File: config.mk
export PLATFORM = sky130hd
export DESIGN_NAME = audio_dac_tx
export DESIGN_NICKNAME = d
export VERILOG_FILES = /design/src/rtl/audio_pkg.sv /design/src/rtl/sample_fifo.sv /design/src/rtl/audio_dac_tx.sv
export SDC_FILE = /design/constraint.sdc
export NUM_CORES = 1
export LEC_CHECK = 0
export ABC_AREA = 1
export CORE_MARGIN = 4
export CORE_UTILIZATION = 25
export CTS_CLUSTER_SIZE = 40
export DETAILED_ROUTE_END_ITERATION = 10
export PLACE_DENSITY = 0.38
export SYNTH_ARGS = -nofsm -noshare
export SYNTH_HDL_FRONTEND = slang
export SYNTH_SLANG_ARGS = --single-unit
File: constraint.sdc
create_clock -name clk -period 5.53 [get_ports clk]
set_input_delay 1.3825 -clock clk [delete_from_list [all_inputs] [get_ports clk]]
set_output_delay 1.3825 -clock clk [all_outputs]
set_load 0.1 [all_outputs]
File: src/rtl/audio_pkg.sv
// Shared sample types for the audio transmit path: one signed channel sample
// and a packed left/right stereo pair.
package audio_pkg;

  localparam int DATA_WIDTH = 24;

  typedef logic signed [DATA_WIDTH-1:0] sample_t;

  typedef struct packed {
    sample_t left;
    sample_t right;
  } stereo_t;

endpackage

File: src/rtl/sample_fifo.sv
// Small synchronous FIFO of stereo pairs; extended pointers give full/empty
// and the occupancy count without a separate counter.
module sample_fifo
  import audio_pkg::*;
#(
  parameter type T    = stereo_t,
  parameter int  LOGD = 3
) (
  input  logic          clk,
  input  logic          reset,
  input  logic          push,
  input  T              push_data,
  input  logic          pop,
  output T              pop_data,
  output logic          full,
  output logic          empty,
  output logic [LOGD:0] count
);

  localparam int DEPTH = 1 << LOGD;

  T              r_mem [DEPTH];
  logic [LOGD:0] r_wr_ptr;
  logic [LOGD:0] r_rd_ptr;
  logic          w_do_push;
  logic          w_do_pop;

  assign w_do_push = push && !full;
  assign w_do_pop  = pop && !empty;

  always_ff @(posedge clk or negedge reset) begin
    if (!reset) begin
      r_wr_ptr <= '0;
      r_rd_ptr <= '0;
    end else begin
      if (w_do_push) r_wr_ptr <= r_wr_ptr + 1'b1;
      if (w_do_pop)  r_rd_ptr <= r_rd_ptr + 1'b1;
    end
  end

  // Storage is not reset: a cleared pointer pair already makes old entries unreachable.
  always_ff @(posedge clk) begin
    if (w_do_push) r_mem[r_wr_ptr[LOGD-1:0]] <= push_data;
  end

  assign count    = r_wr_ptr - r_rd_ptr;
  assign full     = (count == (LOGD+1)'(DEPTH));
  assign empty    = (count == '0);
  assign pop_data = r_mem[r_rd_ptr[LOGD-1:0]];

endmodule

File: src/rtl/audio_dac_tx.sv
// I2S master transmitter: buffers stereo pairs and shifts them out MSB-first,
// one BCLK after each LRCK edge, with a zero frame and underrun pulse when starved.
module audio_dac_tx
  import audio_pkg::*;
#(
  parameter int LOGD      = 3,
  parameter int BCLK_DIV  = 8,
  parameter int SLOT_BITS = 32
) (
  input  logic                  clk,
  input  logic                  reset,
  input  logic                  write,
  input  logic [DATA_WIDTH-1:0] writedata_left,
  input  logic [DATA_WIDTH-1:0] writedata_right,
  output logic                  write_ready,
  output logic [LOGD:0]         fifo_count,
  output logic                  underrun,
  output logic                  aud_bclk,
  output logic                  aud_daclrck,
  output logic                  aud_dacdat
);

  localparam int DEPTH      = 1 << LOGD;
  localparam int FRAME_BITS = 2 * SLOT_BITS;
  localparam int DIV_W      = (BCLK_DIV > 1) ? $clog2(BCLK_DIV) : 1;
  localparam int BIT_W      = $clog2(FRAME_BITS);

  logic [DIV_W-1:0] r_div_cnt;
  logic [BIT_W-1:0] r_bit_cnt;
  logic             r_bclk;
  logic             r_lrck;
  logic             r_dat;
  logic             r_underrun;
  logic             r_write_ready;
  sample_t          r_shift_l;
  sample_t          r_shift_r;

  logic             w_tick;
  logic             w_fall;
  logic             w_wrap;
  logic             w_right;
  logic             w_data_slot;
  logic             w_push;
  logic             w_pop;
  logic             w_full;
  logic             w_empty;
  logic [BIT_W-1:0] w_bit_next;
  logic [BIT_W-1:0] w_pos;
  logic [LOGD:0]    w_count;
  logic [LOGD:0]    w_count_next;
  stereo_t          w_push_data;
  stereo_t          w_pop_data;

  assign w_tick      = (r_div_cnt == DIV_W'(BCLK_DIV - 1));
  assign w_fall      = w_tick && r_bclk;
  assign w_wrap      = (r_bit_cnt == BIT_W'(FRAME_BITS - 1));
  assign w_bit_next  = w_wrap ? '0 : r_bit_cnt + 1'b1;
  assign w_right     = (w_bit_next >= BIT_W'(SLOT_BITS));
  assign w_pos       = w_right ? w_bit_next - BIT_W'(SLOT_BITS) : w_bit_next;
  assign w_data_slot = (w_pos != '0) && (w_pos <= BIT_W'(DATA_WIDTH));

  assign w_push       = write && r_write_ready && !w_full;
  assign w_pop        = w_fall && w_wrap && !w_empty;
  assign w_push_data  = {writedata_left, writedata_right};
  assign w_count_next = w_count + (LOGD+1)'(w_push) - (LOGD+1)'(w_pop);

  sample_fifo #(
    .T    (stereo_t),
    .LOGD (LOGD)
  ) u_fifo (
    .clk       (clk),
    .reset     (reset),
    .push      (w_push),
    .push_data (w_push_data),
    .pop       (w_pop),
    .pop_data  (w_pop_data),
    .full      (w_full),
    .empty     (w_empty),
    .count     (w_count)
  );

  // Ready looks at the post-edge occupancy so the pair that fills the FIFO closes the door at once.
  always_ff @(posedge clk or negedge reset) begin
    if (!reset) r_write_ready <= 1'b0;
    else        r_write_ready <= (w_count_next < (LOGD+1)'(DEPTH));
  end

  always_ff @(posedge clk or negedge reset) begin
    if (!reset) begin
      r_div_cnt <= '0;
      r_bclk    <= 1'b0;
    end else if (w_tick) begin
      r_div_cnt <= '0;
      r_bclk    <= ~r_bclk;
    end else begin
      r_div_cnt <= r_div_cnt + 1'b1;
    end
  end

  // LRCK and data move on the BCLK falling edge so the codec can sample on the rise.
  always_ff @(posedge clk or negedge reset) begin
    if (!reset) begin
      r_bit_cnt  <= '0;
      r_lrck     <= 1'b0;
      r_dat      <= 1'b0;
      r_underrun <= 1'b0;
      r_shift_l  <= '0;
      r_shift_r  <= '0;
    end else begin
      r_underrun <= 1'b0;
      if (w_fall) begin
        r_bit_cnt <= w_bit_next;
        r_lrck    <= w_right;
        r_dat     <= 1'b0;
        if (w_wrap) begin
          if (w_empty) begin
            r_shift_l  <= '0;
            r_shift_r  <= '0;
            r_underrun <= 1'b1;
          end else begin
            r_shift_l <= w_pop_data.left;
            r_shift_r <= w_pop_data.right;
          end
        end else if (w_data_slot) begin
          if (w_right) begin
            r_dat     <= r_shift_r[DATA_WIDTH-1];
            r_shift_r <= {r_shift_r[DATA_WIDTH-2:0], 1'b0};
          end else begin
            r_dat     <= r_shift_l[DATA_WIDTH-1];
            r_shift_l <= {r_shift_l[DATA_WIDTH-2:0], 1'b0};
          end
        end
      end
    end
  end

  assign write_ready = r_write_ready;
  assign fifo_count  = w_count;
  assign underrun    = r_underrun;
  assign aud_bclk    = r_bclk;
  assign aud_daclrck = r_lrck;
  assign aud_dacdat  = r_dat;

endmodule

==> impl_metrics.tcl <==
set metrics [dict create \
    outcome "complete, no violations" \
    crit_path_start "u_fifo.r_rd_ptr[1]$_DFFE_PN0P_" \
    seq_power_share_pct 48.9 \
    cts_made_buffers 54 \
    cpMaxStageDelayCell "dfrtp_4" \
    dpl-instance-area_mm2 0.0209 \
    synth_fp_nets 1856 \
    grt_pass1_vias 12218 \
    clkPwrFrac_pct 40.5 \
    synth-warning-count 0 \
    htreeDepth 2 \
    tritoncts "done" \
    rsz0062_at_grt "false" \
    rrSetupSlack_ns 1.10 \
    row_count 101 \
    grt_pass1_wl_um 78300 \
    cts_resized 0 \
    ys_seq_area_share_pct 69.1 \
    seq_area_mm2 0.0133 \
    drt_first_pass_iters 7 \
    ctsHoldBuffers 0 \
    dr_wl_met3_um 2040 \
    synth-seq-cells 454 \
    fin_skew_ns 0.0223 \
    netlist_area_mm2 0.0192 \
    io_pins 60 \
    die_w_um 285 \
    clock_latency_ns 0.60 \
    grt_overflow_total 0 \
    antenna_found_initial 2 \
    cp_max_fo 35 \
    setup_ws_ns 1.06 \
    leakage_nw 8.48 \
    track_usage_pct 12.4 \
    finalCritPeriodShare_pct 80.8 \
    setup_viol 0 \
    dieArea_mm2 0.0813 \
    place_ws_ns 1.05 \
    core_area_mm2 0.0761 \
    syn_inst 1790 \
    synth_cell_types 31 \
    routabilityCongestion 0.682 \
    period_minus_slack_ns 4.47 \
    postLayoutCellArea_mm2 0.0226 \
    die_y_um 285 \
    crit_chain "clkinv_2 -> ha_1 -> nand3_1 -> nand2_1 -> xnor2_1 -> inv_1 -> buf_4" \
    netSwitchingFraction_pct 25.5 \
    grt_max_degree 121 \
    post-cts-setup-buffers 0 \
    p_int_mw 6.26 \
    arrival_ns 3.08 \
    avgSynthCellArea_um2 10.7 \
    drt-met1-wl_um 24900 \
    cts_buffer_depth 3 \
    worst_pin_slew_ns 1.02 \
    drtAntennaViolNets 0 \
    top_layer "met5" \
    clk_transition_reported_paths_ns 0.06 \
    wl_met2_um 23200 \
    hold_violations 0 \
    start_util_pct 25.3 \
    hpwl_um 26800 \
    vias 12360 \
    clockRootBuffer "clkbuf_16" \
    cp-end-kind "output port" \
    critPathKind "register to output port" \
    antenna_cells 0 \
    yosysTopAreaCellShare_pct 60.0 \
    crit_end "fifo_count[3]" \
    p_per_area_mw_per_mm2 371 \
    port_buffers 59 \
    nNetsFinal 1894 \
    critPathMaxStageDelay_ns 0.76 \
    utilization_pct 29.7 \
    max_freq_ghz 0.224 \
    drt_iter0_markers 757 \
    combPwrFrac_pct 10.6 \
    nFillCells 7898 \
    wl_um 51100 \
    drv_slew 0 \
    rr_worst_depth 13 \
    worstReg2RegEnd "u_fifo.r_mem[1][13]$_DFFE_PP_" \
    drv_cap 0 \
    worstPathRequired_ns 4.15 \
    area_growth_pct 17.8 \
    critPathLaunchType "register" \
    synth_area_leaders "edfxtp_1 (60%), nand2_1 (11%), dfrtp_1 (9.1%), nand3_1 (6.4%), nor2_1 (3.3%)" \
    r2r_start "u_fifo.r_rd_ptr[1]$_DFFE_PN0P_" \
    multiInputGateArea_mm2 0.00527 \
    drive_gt1_share_pct 10.3 \
    holdWs_ns 0.422 \
    p_switching_mw 2.14 \
    drc_errors 0 \
    relSlewSlack_pct 31.7 \
    wl_per_cell_um 17.6 \
    finalSetupTns_ns 0 \
    cts_num_sinks 454 \
    vdd_drop_max_mv 0.226 \
    via_per_inst 4.26 \
    hp-class "register to register" \
    synth_top_cell_by_area "edfxtp_1" \
]
==> flip-flops by register name, summed over array words and instances (netlist names) <==
signal and count:
r_div_cnt 3, aud_dacdat 1, u_fifo.r_mem 384, aud_daclrck 1, r_shift_r 24, u_fifo.r_wr_ptr 4
write_ready 1, r_shift_l 24, r_bit_cnt 6, aud_bclk 1, underrun 1, u_fifo.r_rd_ptr 4
==> stage by stage <==
step | cells | power [mW]
after floorplan | 1790 | 4.71
after global placement | 2802 | 5.08
after global routing | 2902 | 8.77
after detailed placement | 2802 | 5.09
final | 2902 | 8.39
after CTS | 2902 | 8.54
==> cell type report <==
type	count	area share, %
Sequential cell	454	58.7
Multi-Input combinational cell	1168	23.3
Timing Repair Buffer	79	3.62
Inverter	71	1.21
Tap cell	1030	5.70
Clock inverter	19	0.719
Clock buffer	81	6.73
==> synthesized netlist by cell type (all sizes together) <==
cell type	instances
nand2	589
clkinv	2
buf	54
nand3	247
ha	14
dfrtp	70
nand4	1
nor2	172
or2	66
xnor2	3
o21ai	38
clkbuf	43
o31ai	1
and3	1
a21oi	29
edfxtp	384
xor2	6
inv	69
fa	1
==> routing by layer <==
metal	vias up	GRT usage [%]
met5	-	0
li1	6084	-
met1	6018	17.8
met4	4	3.01
met3	69	2.26
met2	185	19.6
==> kinds of logic (layout without fill, tap and decap cells) <==
logic type | after synthesis | after routing | synth area share [%]
buffers and inverters | 168 | 250 | 3.74
AO/OA/AOI/OAI | 68 | 68 | 1.84
XOR/XNOR | 9 | 9 | 0.410
flip-flops | 454 | 454 | 69.1
adder cells (fa/ha/maj) | 15 | 15 | 1.02
AND/OR/NAND/NOR | 1076 | 1076 | 23.9
==> how the worst min path moves through the flow <==
| stage | start | to | cells past startpoint |
|---|---|---|---|
| finish | r_div_cnt[0]$_DFF_PN0_ | r_div_cnt[0]$_DFF_PN0_ | 1 |
| global route | r_div_cnt[0]$_DFF_PN0_ | r_div_cnt[0]$_DFF_PN0_ | 1 |
| CTS | r_div_cnt[0]$_DFF_PN0_ | r_div_cnt[0]$_DFF_PN0_ | 1 |
| detailed placement | r_div_cnt[0]$_DFF_PN0_ | r_div_cnt[0]$_DFF_PN0_ | 1 |
| global placement | r_div_cnt[0]$_DFF_PN0_ | r_div_cnt[0]$_DFF_PN0_ | 1 |
| floorplan | r_div_cnt[0]$_DFF_PN0_ | r_div_cnt[0]$_DFF_PN0_ | 1 |
==> layout by cell type (no fill, tap or decap), drive strengths merged <==
cell           netlist  layout
xnor2                3       3
nand3              247     247
fa                   1       1
o21ai               38      38
dfrtp               70      70
nand2              589     589
ha                  14      14
and3                 1       1
buf                 54      24
clkinv               2      17
clkdlybuf4s50        0      55
xor2                 6       6
clkinvlp             0       1
bufinv               0       2
or2                 66      66
clkbuf              43      81
o31ai                1       1
inv                 69      70
nor2               172     172
a21oi               29      29
edfxtp             384     384
nand4                1       1
==> critical path, delay by kind of cell, from the launching register on <==
kind	cells	cell delay, ns
flops	1	0.76
fa+ha+maj	1	0.44
xor+xnor	1	0.21
buf+inv	3	0.86
simple gates	2	0.16
==> power by group through the flow <==
stage / sequential [mW] / clock, mW / combinational [mW]
floorplan: 4.21 / 0 / 0.502
global placement: 4.17 / 0 / 0.902
detailed placement: 4.18 / 0 / 0.910
global route: 4.13 / 3.67 / 0.976
finish: 4.11 / 3.40 / 0.886
CTS: 4.11 / 3.52 / 0.911
No activity file was read; power rests on OpenSTA's default activity.
